**config.mk**
```make
export PLATFORM = sky130hd
export DESIGN_NAME = cz80_alu16_seq
export DESIGN_NICKNAME = d
export VERILOG_FILES = /design/src/rtl/cz80_alu16_pkg.sv /design/src/rtl/cz80_alu16_seq_alu.sv /design/src/rtl/cz80_alu16_seq.sv
export SDC_FILE = /design/constraint.sdc
export NUM_CORES = 1
export LEC_CHECK = 0
export BUFFER_PORTS_ARGS = -buffer_cell sky130_fd_sc_hd__clkbuf_2
export CAP_MARGIN = 20
export CORE_UTILIZATION = 40
export CTS_CLUSTER_DIAMETER = 100
export DETAILED_ROUTE_END_ITERATION = 8
export PLACE_DENSITY_LB_ADDON = 0.25
export SETUP_SLACK_MARGIN = 0.15
export SKIP_CTS_REPAIR_TIMING = 1
export SKIP_LAST_GASP = 1
export SLEW_MARGIN = 10
export SYNTH_ARGS = -nofsm -noshare
export SYNTH_HDL_FRONTEND = slang
export SYNTH_HIERARCHICAL = 1
export SYNTH_SLANG_ARGS = --single-unit
export TNS_END_PERCENT = 1
```
**constraint.sdc**
```tcl
create_clock -name clk -period 11.85 [get_ports clk]
set_input_delay 2.37 -clock clk [delete_from_list [all_inputs] [get_ports clk]]
set_output_delay 2.37 -clock clk [all_outputs]
set_load 0.1 [all_outputs]
```
**src/rtl/cz80_alu16_pkg.sv**
```systemverilog
// Shared types and constants for the 16-bit sequenced Z80 arithmetic block.
package cz80_alu16_pkg;

    // Sequencer states: wait for a request, low byte, high byte, hold result
    typedef enum logic [1:0] {
        IDLE = 2'd0,
        LO   = 2'd1,
        HI   = 2'd2,
        DONE = 2'd3
    } state_t;

    // Request opcodes seen on req_op
    localparam logic [1:0] OP_ADD16 = 2'd0;
    localparam logic [1:0] OP_ADC16 = 2'd1;
    localparam logic [1:0] OP_SBC16 = 2'd2;
    localparam logic [1:0] OP_RSVD  = 2'd3;

    // 8-bit ALU operation codes
    localparam logic [2:0] ALU_ADD = 3'd0;
    localparam logic [2:0] ALU_ADC = 3'd1;
    localparam logic [2:0] ALU_SUB = 3'd2;
    localparam logic [2:0] ALU_SBC = 3'd3;
    localparam logic [2:0] ALU_AND = 3'd4;
    localparam logic [2:0] ALU_XOR = 3'd5;
    localparam logic [2:0] ALU_OR  = 3'd6;
    localparam logic [2:0] ALU_CP  = 3'd7;

    // Bit positions inside the Z80 flag register
    localparam int FLAG_C  = 0;
    localparam int FLAG_N  = 1;
    localparam int FLAG_PV = 2;
    localparam int FLAG_X  = 3;
    localparam int FLAG_H  = 4;
    localparam int FLAG_Y  = 5;
    localparam int FLAG_Z  = 6;
    localparam int FLAG_S  = 7;

    // 8-bit ALU op for one byte of a 16-bit request; ADD16 chains its high byte through ADC
    function automatic logic [2:0] alu_op_for(input logic [1:0] op, input logic high_byte);
        case (op)
            OP_ADC16: return ALU_ADC;
            OP_SBC16: return ALU_SBC;
            default:  return high_byte ? ALU_ADC : ALU_ADD;
        endcase
    endfunction

endpackage

```
**src/rtl/cz80_alu16_seq_alu.sv**
```systemverilog
// Z80 8-bit ALU: add/sub/logic group plus the CB-prefix rotate/shift/bit group.
module cz80_alu
    import cz80_alu16_pkg::*;
(
    input  logic [2:0] alu_op,
    input  logic       arith16,
    input  logic       z16,
    input  logic       alu_cpi,
    input  logic [1:0] iset,
    input  logic [7:3] ir,
    input  logic [7:0] busa,
    input  logic [7:0] busb,
    input  logic [7:0] f_in,
    output logic [7:0] q,
    output logic [7:0] f_out
);

    logic       is_sub;
    logic       cin;
    logic       cin_eff;
    logic [7:0] bus_b_eff;
    logic [8:0] byte_sum;
    logic [7:0] arith_r;
    logic       half;
    logic       carry;
    logic       ovf;
    logic [7:0] logic_r;
    logic [7:0] rot_r;
    logic       rot_c;
    logic [7:0] bit_mask;

    // Shared adder; subtraction is a + ~b + ~borrow, so borrows are inverted carries
    always_comb begin
        is_sub    = (alu_op == ALU_SUB) || (alu_op == ALU_SBC) || (alu_op == ALU_CP);
        cin       = ((alu_op == ALU_ADC) || (alu_op == ALU_SBC)) && f_in[FLAG_C];
        cin_eff   = is_sub ? ~cin : cin;
        bus_b_eff = is_sub ? ~busb : busb;
        byte_sum  = {1'b0, busa} + {1'b0, bus_b_eff} + {8'b0, cin_eff};
        arith_r   = byte_sum[7:0];
        half      = busa[4] ^ bus_b_eff[4] ^ arith_r[4] ^ is_sub;
        carry     = byte_sum[8] ^ is_sub;
        ovf       = (busa[7] == bus_b_eff[7]) && (arith_r[7] != busa[7]);
    end

    // Logic-group results and the rotate/shift results selected by opcode bits 5:3
    always_comb begin
        case (alu_op)
            ALU_AND: logic_r = busa & busb;
            ALU_XOR: logic_r = busa ^ busb;
            default: logic_r = busa | busb;
        endcase
        rot_c = busa[7];
        case (ir[5:3])
            3'd0:    rot_r = {busa[6:0], busa[7]};
            3'd1:    begin rot_r = {busa[0], busa[7:1]};        rot_c = busa[0]; end
            3'd2:    rot_r = {busa[6:0], f_in[FLAG_C]};
            3'd3:    begin rot_r = {f_in[FLAG_C], busa[7:1]};   rot_c = busa[0]; end
            3'd4:    rot_r = {busa[6:0], 1'b0};
            3'd5:    begin rot_r = {busa[7], busa[7:1]};        rot_c = busa[0]; end
            3'd6:    rot_r = {busa[6:0], 1'b1};
            default: begin rot_r = {1'b0, busa[7:1]};           rot_c = busa[0]; end
        endcase
        bit_mask = 8'h01 << ir[5:3];
    end

    // Result and flag selection; 16-bit ops either keep S/Z/PV or chain Z across bytes
    always_comb begin
        q     = busa;
        f_out = f_in;
        if (iset == 2'b01) begin
            case (ir[7:6])
                2'b00: begin
                    q     = rot_r;
                    f_out = {rot_r[7], (rot_r == 8'h00), rot_r[5], 1'b0,
                             rot_r[3], ~^rot_r, 1'b0, rot_c};
                end
                2'b01: begin
                    f_out[FLAG_Z]  = ~|(busa & bit_mask);
                    f_out[FLAG_PV] = ~|(busa & bit_mask);
                    f_out[FLAG_S]  = busa[7] & bit_mask[7];
                    f_out[FLAG_H]  = 1'b1;
                    f_out[FLAG_N]  = 1'b0;
                    f_out[FLAG_X]  = busa[3];
                    f_out[FLAG_Y]  = busa[5];
                end
                2'b10:   q = busa & ~bit_mask;
                default: q = busa | bit_mask;
            endcase
        end else if ((alu_op == ALU_AND) || (alu_op == ALU_XOR) || (alu_op == ALU_OR)) begin
            q     = logic_r;
            f_out = {logic_r[7], (logic_r == 8'h00), logic_r[5], (alu_op == ALU_AND),
                     logic_r[3], ~^logic_r, 1'b0, 1'b0};
        end else begin
            q              = (alu_op == ALU_CP) ? busa : arith_r;
            f_out[FLAG_C]  = alu_cpi ? f_in[FLAG_C] : carry;
            f_out[FLAG_H]  = half;
            f_out[FLAG_PV] = ovf;
            f_out[FLAG_N]  = is_sub;
            f_out[FLAG_S]  = arith_r[7];
            f_out[FLAG_Z]  = (arith_r == 8'h00) ? (z16 ? f_in[FLAG_Z] : 1'b1) : 1'b0;
            f_out[FLAG_X]  = (alu_op == ALU_CP) ? busb[3] : arith_r[3];
            f_out[FLAG_Y]  = (alu_op == ALU_CP) ? busb[5] : arith_r[5];
        end
        if (arith16) begin
            f_out[FLAG_S]  = f_in[FLAG_S];
            f_out[FLAG_Z]  = f_in[FLAG_Z];
            f_out[FLAG_PV] = f_in[FLAG_PV];
        end
    end

endmodule

```
**src/rtl/cz80_alu16_seq.sv**
```systemverilog
// 16-bit Z80 ADD/ADC/SBC HL,rr built from one 8-bit ALU, low byte then high byte.
module cz80_alu16_seq
    import cz80_alu16_pkg::*;
(
    input  logic        clk,
    input  logic        reset_n,
    input  logic        req_valid,
    output logic        req_ready,
    input  logic [1:0]  req_op,
    input  logic [15:0] req_a,
    input  logic [15:0] req_b,
    input  logic [7:0]  req_f,
    output logic        res_valid,
    input  logic        res_ready,
    output logic [15:0] res_q,
    output logic [7:0]  res_f,
    output logic        err_op
);

    state_t      state;
    state_t      state_next;
    logic [15:0] a_lat;
    logic [15:0] b_lat;
    logic [7:0]  f_lat;
    logic [1:0]  op_lat;
    logic [7:0]  f_hold;
    logic        accept;
    logic [2:0]  alu_op;
    logic        arith16;
    logic        z16;
    logic [7:0]  alu_a;
    logic [7:0]  alu_b;
    logic [7:0]  alu_fin;
    logic [7:0]  alu_q;
    logic [7:0]  alu_fout;

    assign accept = req_valid && req_ready;

    // State register
    always_ff @(posedge clk or negedge reset_n) begin
        if (!reset_n) begin
            state <= IDLE;
        end else begin
            state <= state_next;
        end
    end

    // Next state and the ALU operand/control mux for the byte being worked on
    always_comb begin
        state_next = state;
        alu_op     = alu_op_for(op_lat, 1'b0);
        arith16    = (op_lat == OP_ADD16);
        z16        = 1'b0;
        alu_a      = a_lat[7:0];
        alu_b      = b_lat[7:0];
        alu_fin    = f_lat;
        case (state)
            IDLE: begin
                if (accept && (req_op != OP_RSVD)) begin
                    state_next = LO;
                end
            end
            LO: begin
                state_next = HI;
            end
            HI: begin
                state_next = DONE;
                alu_op     = alu_op_for(op_lat, 1'b1);
                z16        = (op_lat != OP_ADD16);
                alu_a      = a_lat[15:8];
                alu_b      = b_lat[15:8];
                alu_fin    = f_hold;
            end
            default: begin
                if (res_ready) begin
                    state_next = IDLE;
                end
            end
        endcase
    end

    // Request latches, byte results and registered handshake outputs
    always_ff @(posedge clk or negedge reset_n) begin
        if (!reset_n) begin
            a_lat     <= 16'h0000;
            b_lat     <= 16'h0000;
            f_lat     <= 8'h00;
            op_lat    <= OP_ADD16;
            f_hold    <= 8'h00;
            res_q     <= 16'h0000;
            res_f     <= 8'h00;
            req_ready <= 1'b1;
            res_valid <= 1'b0;
            err_op    <= 1'b0;
        end else begin
            req_ready <= (state_next == IDLE);
            res_valid <= (state_next == DONE);
            err_op    <= accept && (req_op == OP_RSVD);
            case (state)
                IDLE: begin
                    if (accept && (req_op != OP_RSVD)) begin
                        a_lat  <= req_a;
                        b_lat  <= req_b;
                        f_lat  <= req_f;
                        op_lat <= req_op;
                    end
                end
                LO: begin
                    res_q[7:0] <= alu_q;
                    f_hold     <= alu_fout;
                end
                HI: begin
                    res_q[15:8] <= alu_q;
                    res_f       <= alu_fout;
                end
                default: ;
            endcase
        end
    end

    cz80_alu u_alu (
        .alu_op  (alu_op),
        .arith16 (arith16),
        .z16     (z16),
        .alu_cpi (1'b0),
        .iset    (2'b00),
        .ir      (5'b00000),
        .busa    (alu_a),
        .busb    (alu_b),
        .f_in    (alu_fin),
        .q       (alu_q),
        .f_out   (alu_fout)
    );

endmodule
```
* Word level (Yosys, flattened, before mapping)
Index checks and enable logic that the tools add are counted.
Widths: inputs -> output; s select.
** Storage, ports and cells
- Bits of input ports :: 46
- Output and inout port bits :: 27
- Word-level logic and storage cells :: 79
- Flip-flop bits (word level) :: 79
** Cells by class
- Reduce and logical (&&, ||, !) cells :: 18
- Equal/unequal tests :: 16
- Add/subtract/negate cells :: 2
- Mux-type cells :: 22
- Bitwise operators :: 9
** Operator list (number)
- $mux 8 :: 7
- $logic_not 8->1 :: 2
- $pmux 8 s2 :: 1
- $eq 3x3->1 const B :: 4
- $add 8x8->9 :: 1
- $add 9x1->9 :: 1
- $and 8x8->8 :: 1
- $eq 2x2->1 const B :: 4
- $mux 2 :: 4
- $not 8->8 :: 1
- $or 8x8->8 :: 1
- $reduce_xnor 8->1 :: 1
- $xor 8x8->8 :: 1
- $mux 1 :: 7
- $eq 3x2->1 const B :: 2
- $logic_not 2->1 :: 3
- $pmux 2 s3 :: 1
- $logic_and 1x1->1 :: 5
- $logic_or 1x1->1 :: 5
- $eq 2x1->1 const B :: 2
- $pmux 2 s2 :: 1
- $xor 1x1->1 :: 4
- $eq 3x1->1 const B :: 1
- $mux 3 :: 1
- other kinds (6) :: 6

* Logic depth before layout (Yosys ltp)
Gate-level depths: netlist of the first run.
- Depth after elaboration :: 13
- Mapped depth :: 19

* By module
The synthesis of the first run kept the hierarchy.
** Modules (own cells, without submodules)
- cz80_alu16_seq :: instances 1, cells an instance 219, area each 3557.2 um2
- cz80_alu :: instances 1, cells an instance 325, area each 2326.0 um2

* Worst setup path after synthesis of the first run
No wires, ideal clock.
- Path kind :: reg-to-reg
- From :: register state[0]
- To :: register res_f[6]
- Arrival :: 3813 ps
- Setup slack :: 7968 ps
- Cell stages (with the launch flop) :: 20
- Data required time :: 11781 ps
- Setup time :: 69 ps
- Cell sequence :: dfrtp_1 inv_1 ha_1 clkbuf_1 buf_2 or2_2 buf_2 buf_2 nand3_1 o21ai_0 a21oi_1 fa_1 inv_1 fa_1 a211o_1 o21ai_0 xor2_1 o2111ai_1 a2111oi_2 mux2_2
** On the way
- Longest elaborated chain between the ends :: 12
** Ends and longest elaborated chain
- from (decl) :: RTL line cz80_alu16_seq.sv:20 : state_t state;
- from (signal assigned) :: RTL line cz80_alu16_seq.sv:44 : state <= state_next;
- $eq 2x2->1 (*) :: RTL line cz80_alu16_seq.sv:57 : case (state)
- $mux 3 (*) :: RTL line cz80_alu16_seq.sv:57
- net alu_op[0] :: RTL line cz80_alu16_seq.sv:28 : logic [2:0] alu_op;
- $eq 3x2->1 (tied with other cells) :: RTL line cz80_alu16_seq_alu.sv:34 : is_sub = (alu_op == ALU_SUB) || (alu_op == ALU_SBC) || (alu_op == ALU_CP);
- $logic_or 1x1->1, on equally long branches :: RTL line cz80_alu16_seq_alu.sv:34, cz80_alu16_seq_alu.sv:35
- $logic_or 1x1->1 / $logic_and 1x1->1 (equally long branches) :: RTL line cz80_alu16_seq_alu.sv:34, cz80_alu16_seq_alu.sv:35
- $mux 8 / $not 1->1 (equally long branches) :: RTL line cz80_alu16_seq_alu.sv:37, cz80_alu16_seq_alu.sv:36
- $add 8x8->9 / $mux 1 (equally long branches) :: RTL line cz80_alu16_seq_alu.sv:38, cz80_alu16_seq_alu.sv:36
- $add 9x1->9 :: RTL line cz80_alu16_seq_alu.sv:38 : byte_sum = {1'b0, busa} + {1'b0, bus_b_eff} + {8'b0, cin_eff};
- $logic_not 8->1 :: RTL line cz80_alu16_seq_alu.sv:100 : f_out[FLAG_Z] = (arith_r == 8'h00) ? (z16 ? f_in[FLAG_Z] : 1'b1) : 1'b0;
- $mux 1 :: RTL line cz80_alu16_seq_alu.sv:100
- $mux 8 (*) :: RTL line cz80_alu16_seq_alu.sv:89 : end else if ((alu_op == ALU_AND) || (alu_op == ALU_XOR) || (alu_op == ALU_OR)) begin
- $mux 2 (*) :: RTL line cz80_alu16_seq_alu.sv:104 : if (arith16) begin
- net alu_fout[6] :: RTL line cz80_alu16_seq.sv:35 : logic [7:0] alu_fout;
- to (signal assigned) :: RTL line cz80_alu16_seq.sv:114 : res_f <= alu_fout;
- to (decl) :: RTL line cz80_alu16_seq.sv:16 : output logic [7:0] res_f,
The timed path passes the listed nets; every way through them passes the cells marked *.
A chain may end at the register's enable or synchronous reset.

* Final worst setup path of the first run
- From :: register state[0]
- To :: register res_f[6]
** RTL lines
- $eq 2x2->1 (*) :: RTL line cz80_alu16_seq.sv:57
- $mux 8 (*) :: RTL line cz80_alu16_seq.sv:57
- net alu_b[0] :: RTL line cz80_alu16_seq.sv:32 : logic [7:0] alu_b;
- $not 8->8 :: RTL line cz80_alu16_seq_alu.sv:37 : bus_b_eff = is_sub ? ~busb : busb;
- $mux 8 :: RTL line cz80_alu16_seq_alu.sv:37
- $add 8x8->9 :: RTL line cz80_alu16_seq_alu.sv:38
- $add 9x1->9 :: RTL line cz80_alu16_seq_alu.sv:38
- $logic_not 8->1 :: RTL line cz80_alu16_seq_alu.sv:100
- $mux 1 :: RTL line cz80_alu16_seq_alu.sv:100
- $mux 8 (*) :: RTL line cz80_alu16_seq_alu.sv:89
- $mux 2 (*) :: RTL line cz80_alu16_seq_alu.sv:104
- net alu_fout[6] :: RTL line cz80_alu16_seq.sv:35
Marks and branches as above.

==> impl_metrics.toml, run 1 <==
[run_status]
status = "complete, no violations"

[setup_path]
crit_type = "reg -> reg"
cp-end-kind = "flip-flop"
crit_arrival_ns = 4.41
r2r_start = "state[0]"
r2r-end = "res_f[6]"
crit_path_start_kind = "flip-flop"
rrSetupSlack_ns = 7.73
ff2ff_path_depth = 14
worstPathRequired_ns = 12.14
critPathBufInv = 4
max_stage_delay_ns = 0.47
crit_slowest_cell = "buf_4"
cp-endpoint = "res_f[6]"
startpoint = "state[0]"
worst-path-max-fanout = 41
path_delay_family = "adder cells"
path_depth = 14
cpMostUsedCell = "inv_1"
cp_cell_sequence = "inv_1 > ha_2 > buf_4 > mux2_2 > inv_1 > xnor2_1 > fa_1 > inv_1 > fa_1 > nand4b_1 > nor4b_1 > o2111ai_1 > a2111oi_2 > mux2_2"

[sta]
finalCriticalPeriod_ns = 4.12
finalSetupTns_ns = 0
fin_worst_skew_ns = 0.00731
max_freq_ghz = 0.243
setup_viol = 0
rsz0062_at_grt = "no"
hold_viol_final = 0
max-slew-margin-rel_pct = 44.1
setup_slack_ns = 7.73
slew_viol_final = 0
finalCritPeriodShare_pct = 34.8
holdWs_ns = 0.497
worstMarginPinSlew_ns = 0.839

[floorplan]
fp-row-count = 43
die-area_um2 = 15200
die-height_um = 123
die_x_um = 123
core_um2 = 14100
pin_count = 73
initial_core_util_pct = 41.7

[worst_hold_path]
min-delay-path-class = "reg -> reg"

[logic_synthesis]
ys_top_cells_by_count = "dfrtp_1 (78), mux2_2 (68), mux2_4 (41), ha_1 (38), inv_1 (30)"
synth_top_area_share_pct = 33.2
ys.warnings.count = 6
synthTopCellsByArea = "dfrtp_1 (33%), mux2_2 (13%), mux2_4 (10%)"
syn_area_um2 = 5880
synth_edf_count = 0
yosys.area.top_type = "dfrtp_1"
ys_types = 67
synth_seq_cells = 79
synth_cells = 544
syn_avg_cell_area_um2 = 10.8
synth.most_common_cell = "dfrtp_1"
synth-async-reset-ratio_pct = 100
synth-main-ff-cell = "dfrtp_1"
seq_area_frac_synth_pct = 33.6

[job]
cap_violations = 0

[placed_design]
gp_congestion = 0.935
post-place-ws_ns = 7.71
placed_cells = 789
port_buffers = 72
dp_hpwl_mm = 10.9

[routing]
viasPerCell = 5.47
wl_per_cell_um = 18.4
drt_iter0_markers = 271
drt_wl_total_mm = 14.8
vias = 4401
ant_nets = 0
detail_route.first_pass.iterations = 5
drc_errors = 0

[final_layout]
instances_no_fill = 805
drive_gt1_share_pct = 34.6
final_nets = 707
final.fill_count = 1336
area_growth_syn_to_layout_pct = 14.2
antenna_cells = 0

[clock_tree]
cts-buffers-inserted = 9
cts_sinks = 79
cts_max_path_buffers = 2
htree_levels = 3
clock_latency_ns = 0.35
clk_pin_slew_worst_paths_ns = 0.06
root_buffer = "clkbuf_16"
cts_tree = "yes"

[global_routing]
grt_usage_pct = 21.0
grt_pass1_vias = 4361
grt_start_max_net_pins = 80
overflow = 0
grt_pass1_wl_mm = 23.7
antenna_found_initial = 0
logic make-up after synthesis:
family,Yosys count,share of synthesized area [%]
compound gates,109,13.4
xor+xnor,17,2.53
fa+ha+maj,40,8.76
buf+inv,66,5.87
flops,79,33.6
mux,122,25.7
other cells,1,0.0637
simple gates,110,10.1
layer usage:
metal | vias to the layer above | GRT usage (%) | wire length, um
met1 | 2166 | 28.2 | 6740
met2 | 116 | 32.7 | 6930
met5 | - | 0 | 0
met3 | 24 | 4.94 | 747
met4 | 0 | 8.13 | 374
li1 | 2095 | - | -
worst min-delay path, cell delays in order (launching register included):
cell     delay, ns
dfstp_2       0.38
nand2_1       0.05
nor2_1        0.03
layout by cell type, fill, tap and decap left out, types with 5 or more instances in the layout:
| cell type | synthesis | final |
|---|---|---|
| ha_1 | 38 | 37 |
| inv_1 | 30 | 30 |
| nor2_1 | 22 | 22 |
| a221oi_1 | 5 | 5 |
| conb_1 | 1 | 29 |
| dfrtp_1 | 78 | 78 |
| a211oi_1 | 7 | 7 |
| mux2i_1 | 13 | 13 |
| o21ai_0 | 21 | 21 |
| xor2_1 | 5 | 5 |
| nand2_1 | 26 | 26 |
| clkbuf_16 | 0 | 9 |
| nand3_1 | 5 | 5 |
| nand3b_1 | 7 | 7 |
| nand2b_1 | 9 | 9 |
| clkbuf_2 | 0 | 71 |
| mux2_2 | 68 | 68 |
| xnor2_1 | 12 | 12 |
| mux2_4 | 41 | 41 |
| a21oi_1 | 19 | 19 |
| nor2b_1 | 10 | 10 |
through the flow:
| step | cell area, um^2 | util [%] |
|---|---|---|
| floorplan | 5990 | - |
| global placement | 6350 | 45.1 |
| detailed placement | 6350 | 45.1 |
| CTS | 6690 | 47.5 |
| global route | 6720 | 47.6 |
| finish | 6720 | 47.6 |
worst min path at each step:
stage	startpoint	endpoint	slack, ns	cells past startpoint
after floorplan	op_lat[0]	op_lat[0]	0.46	1
after global placement	op_lat[0]	op_lat[0]	0.48	1
after detailed placement	b_lat[10]	b_lat[10]	0.49	1
after CTS	req_ready	err_op	0.50	2
after global routing	req_ready	err_op	0.52	2
final	req_ready	err_op	0.50	2
flip-flops by register name (all words and copies together) (netlist names):
register and cells:
state 2, b_lat 16, op_lat 2, err_op 1, f_lat 8, a_lat 16
req_ready 1, res_f 8, res_valid 1, res_q 16, f_hold 8
cell type report:
cell class	instances	area (um^2)	area share, %
Clock buffer	9	225	3.35
Clock inverter	6	110	1.64
Inverter	30	113	1.68
Multi-Input combinational cell	427	3670	54.6
Sequential cell	79	1980	29.5
Tap cell	180	225	3.35
Timing Repair Buffer	74	398	5.92
Power of run 1 is left out: the tool's default activity adds up to more than one toggle a clock period on the data nets, which glitch-free logic cannot reach.
==> run 2, diff against run 1 <==
==> constraint.sdc (replaced) <==
create_clock -name clk -period 3.7 [get_ports clk]
set_input_delay 0.74 -clock clk [delete_from_list [all_inputs] [get_ports clk]]
set_output_delay 0.74 -clock clk [all_outputs]
set_load 0.1 [all_outputs]
==> run 2 against run 1 <==
Effect of this change:
- clock skew fell by 0.0011 ns
- via count fell by 0.14%
- global-route usage rose by 0.079 points
- worst setup slack got worse by 7.6 ns
- non-clock buffer count rose by 16
==> impl_metrics.toml, run 2 (synthesis results as in run 1) <==
[routing]
vias = 4395
drc_errors = 0
wl_per_cell_um = 18.1
viasPerCell = 5.35
detail_route.first_pass.iterations = 7
drt_wl_total_mm = 14.8
ant_nets = 0
drt_iter0_markers = 309

[final_layout]
layout_commonest_cell = "dfrtp_1"
antenna_cells = 0
top_regs = "a_lat: 16 flops, b_lat: 16 flops, res_q: 16 flops"
area_growth_syn_to_layout_pct = 17.4
final_cell_mix = "dfrtp_1 (78), clkbuf_2 (71), mux2_2 (65)"
drive_gt1_share_pct = 38.4
fin_area_um2 = 6910
final_nets = 723
final.fill_count = 1316

[clock_tree]
root_buffer = "clkbuf_16"
cts_sinks = 79
cts_max_path_buffers = 2
cts-buffers-inserted = 9
clock_latency_ns = 0.34
htree_levels = 3
cts_tree = "yes"
clk_pin_slew_worst_paths_ns = 0.06

[setup_path]
crit_arrival_ns = 3.77
worst-path-max-fanout = 7
startpoint = "state[0]"
worstPathRequired_ns = 3.93
r2r_start = "state[0]"
critPathBufInv = 2
cp-end-kind = "flip-flop"
cp_cell_sequence = "inv_2 > ha_4 > buf_6 > mux2_2 > xnor2_1 > ha_1 > a211oi_2 > a21oi_1 > or3_1 > a31oi_1 > a21oi_1 > mux2_2"
crit_slowest_cell = "dfrtp_1"
crit_path_start_kind = "flip-flop"
max_stage_delay_ns = 0.38
crit_type = "reg -> reg"
path_delay_family = "compound AO/OA/AOI/OAI gates"

[run_status]
status = "complete, no violations"

[floorplan]
die-area_um2 = 15200
die_x_um = 123
fp-row-count = 43
initial_core_util_pct = 41.7
pin_count = 73
die-height_um = 123
core_um2 = 14100

[placed_design]
placed_area_um2 = 6480
gp_congestion = 0.934
dp_hpwl_mm = 11.0
port_buffers = 72

[global_routing]
antenna_found_initial = 0
grt_usage_pct = 21.1
overflow = 0
grt_pass1_wl_mm = 24.1
grt_start_max_net_pins = 80
grt_pass1_vias = 4388

[sta]
slew_viol_final = 0
finalCriticalPeriod_ns = 3.54
finalCritPeriodShare_pct = 95.6
setup_viol = 0
worstMarginPinSlew_ns = 0.867
rsz0062_at_grt = "yes"
fin_worst_skew_ns = 0.00616
max-slew-margin-rel_pct = 42.2
max_freq_ghz = 0.283
hold_viol_final = 0

[worst_hold_path]
min-delay-path-class = "in -> async"

[job]
cap_violations = 0
[run 2: cell count changes in the layout (fill, tap and decap cells not counted), sizes merged]
cell	before	now
buf	3	19
clkinvlp	2	0
clkbuf	80	82
clkinv	1	2
bufinv	3	2
[run 2: worst reg2reg max path, stage by stage, from the launching register on]
cell      delay (ns)
dfrtp_1         0.38
inv_2           0.08
ha_4            0.20
buf_6           0.15
mux2_2          0.38
xnor2_1         0.27
ha_1            0.34
a211oi_2        0.36
a21oi_1         0.14
or3_1           0.36
a31oi_1         0.27
a21oi_1         0.19
mux2_2          0.30
[run 2: through the flow]
step           std cells  util, %  TNS [ns]  hold slack [ns]  setup slack [ns]
5_1_grt              821     49.0         0            0.363            0.0204
3_3_place_gp         802     46.0         0            0.483             0.103
3_5_place_dp         802     46.0  -0.00645            0.486          -0.00477
2_1_floorplan        572        -         0            0.444             0.115
6_report             821     49.0         0            0.335             0.164
4_1_cts              817     48.2   -0.0364            0.502           -0.0188
[run 2: cell type report]
type,instances,area [um^2],share of cell area [%]
well taps,180,225,3.26
clock inverters,4,70.1,1.01
flip-flops and latches,79,1980,28.6
clock buffers,11,243,3.52
repair buffers,90,522,7.56
inverters,30,113,1.63
multi-input cells,427,3750,54.4
[run 2: per-layer routing]
metal	part of all wire, %	vias to the layer above	track usage (%)
li1	-	2134	-
met1	47	2102	29.3
met2	46	137	32.6
met3	5.4	22	3.83
met4	2.1	0	7.76
met5	0	-	0
[run 2: path summary, 6_finish.rpt]
kind	slack, ns	depth (start not counted)	endpoint
max reg2reg	0.16	12	res_q[13]
min reg2reg	0.50	2	err_op
max in group asynchronous	2.79	2	res_q[10]
min in group clk	0.50	2	err_op
min	0.33	1	res_valid
max	0.16	12	res_q[13]
Power of run 2 is left out for the same reason.
==> run 3, diff against run 2 <==
--- a/config.mk
+++ b/config.mk
@@ -7,7 +7,7 @@
 export LEC_CHECK = 0
 export BUFFER_PORTS_ARGS = -buffer_cell sky130_fd_sc_hd__clkbuf_2
 export CAP_MARGIN = 20
-export CORE_UTILIZATION = 40
+export CORE_UTILIZATION = 25
 export CTS_CLUSTER_DIAMETER = 100
 export DETAILED_ROUTE_END_ITERATION = 8
 export PLACE_DENSITY_LB_ADDON = 0.25
==> run 3 against run 2 <==
Effect of this change:
- critical endpoint is now f_hold[6]
- first-iteration DRC count is 30% lower
- cell area is 2.9% higher
- flip-flop and latch count stayed put
- final cell count is 17% higher
- worst setup slack better by 0.068 ns
- die area is 59% higher
- register-to-register slack better by 0.07 ns
- core utilization is 18 points lower
- clock skew is 0.0016 ns higher
- global-route usage is 7.1 points lower
- wire length is 8.3% higher
- maximum frequency is 2.0% higher
==> impl_metrics.toml, run 3 (synthesis results as in run 1) <==
[run_status]
status = "complete, no violations"

[final_layout]
final_util_pct = 31.1
layout_commonest_cell = "dfrtp_1"
antenna_cells = 0
final_nets = 726
drive_gt1_share_pct = 38.9
final_cell_mix = "dfrtp_1 (78), clkbuf_2 (71), mux2_2 (65)"
final.fill_count = 2400
area_growth_syn_to_layout_pct = 20.8
top_regs = "a_lat: 16 flops, b_lat: 16 flops, res_q: 16 flops"

[routing]
ant_nets = 0
wl_per_cell_um = 16.8
viasPerCell = 4.53
drt_iter0_markers = 216
drc_errors = 0
detail_route.first_pass.iterations = 4
drt_wl_total_mm = 16.1
vias = 4338

[clock_tree]
htree_levels = 3
cts_tree = "yes"
cts_max_path_buffers = 2
clk_pin_slew_worst_paths_ns = 0.06
cts_sinks = 79
clock_latency_ns = 0.35
root_buffer = "clkbuf_16"
cts-buffers-inserted = 9

[placed_design]
port_buffers = 72
dp_hpwl_mm = 12.1
gp_congestion = 0.809
post-place-ws_ns = 0.0599

[setup_path]
crit_path_start_kind = "flip-flop"
max_stage_delay_ns = 0.40
worstPathRequired_ns = 3.99
crit_slowest_cell = "fa_2"
rrSetupSlack_ns = 0.23
cp-end-kind = "flip-flop"
crit_arrival_ns = 3.76
cp_cell_sequence = "inv_2 > ha_4 > mux2_4 > nand3_2 > o21ai_2 > a21oi_2 > fa_2 > inv_2 > fa_2 > a211o_1 > o21ai_2 > xor2_1 > o2111ai_2 > a2111oi_4 > mux2_4"
crit_type = "reg -> reg"
worst-path-max-fanout = 6

[sta]
fin_worst_skew_ns = 0.00780
setup_slack_ns = 0.231
worstMarginPinSlew_ns = 0.863
max-slew-margin-rel_pct = 42.5
setup_viol = 0
finalCriticalPeriod_ns = 3.47
finalSetupTns_ns = 0
max_freq_ghz = 0.288
finalCritPeriodShare_pct = 93.7
holdWs_ns = 0.479
hold_viol_final = 0
rsz0062_at_grt = "yes"
slew_viol_final = 0

[worst_hold_path]
min-delay-path-class = "in -> async"

[floorplan]
die_x_um = 155
die-area_um2 = 24200
core_um2 = 22800
die-height_um = 155
fp-row-count = 55
pin_count = 73
initial_core_util_pct = 25.8

[global_routing]
grt_pass1_wl_mm = 25.6
antenna_found_initial = 0
grt_usage_pct = 14.0
grt_start_max_net_pins = 60
grt_pass1_vias = 4354
overflow = 0

[job]
cap_violations = 0
## run 3: changes by cell type in the layout (fill, tap and decap cells not counted), moves of 2 or more
cell,previous run,this run
a211oi_2,1,3
xnor2_2,2,0
buf_4,17,22
ha_1,35,37
xnor2_1,10,12
ha_2,2,0
## run 3: layout make-up
class / count / area (um^2) / share of cell area, %
Inverter: 30 / 113 / 1.59
Multi-Input combinational cell: 427 / 3750 / 52.9
Sequential cell: 79 / 1980 / 27.8
Clock buffer: 10 / 239 / 3.36
Timing Repair Buffer: 93 / 520 / 7.33
Clock inverter: 6 / 108 / 1.51
Tap cell: 313 / 392 / 5.51
## run 3: metal layers
| layer | up-vias | GRT usage, % | wire length (um) |
|---|---|---|---|
| met1 | 2091 | 19.1 | 7730 |
| li1 | 2130 | - | - |
| met4 | 0 | 4.86 | 364 |
| met3 | 24 | 2.81 | 526 |
| met5 | - | 0 | 0 |
| met2 | 93 | 22.1 | 7430 |
## run 3: worst max-delay path, delay by kind of cell, from the launching register on
kind | cells | cell delay, ns
AOI/OAI and AO/OA | 6 | 1.21
buffers and inverters | 2 | 0.12
muxes | 2 | 0.55
and+or+nand+nor | 1 | 0.09
xor gates and xnor gates | 1 | 0.24
DFF | 1 | 0.38
adders and majority gates | 3 | 0.82
## run 3: worst paths after layout
check / startpoint / to / depth (start not counted)
worst max register to register: state[0] / f_hold[6] / 15
worst max-delay path: state[0] / f_hold[6] / 15
max in group asynchronous: reset_n / b_lat[12] / 2
min in group clk: req_ready / err_op / 2
worst min-delay path: reset_n / b_lat[1] / 1
worst min register to register: req_ready / err_op / 2
## run 3: stage by stage
stage,area [um^2],std cells
after global placement,6690,941
after global routing,7100,958
after CTS,7040,957
final,7100,958
after floorplan,6050,572
after detailed placement,6690,941
Power of run 3 is left out for the same reason.
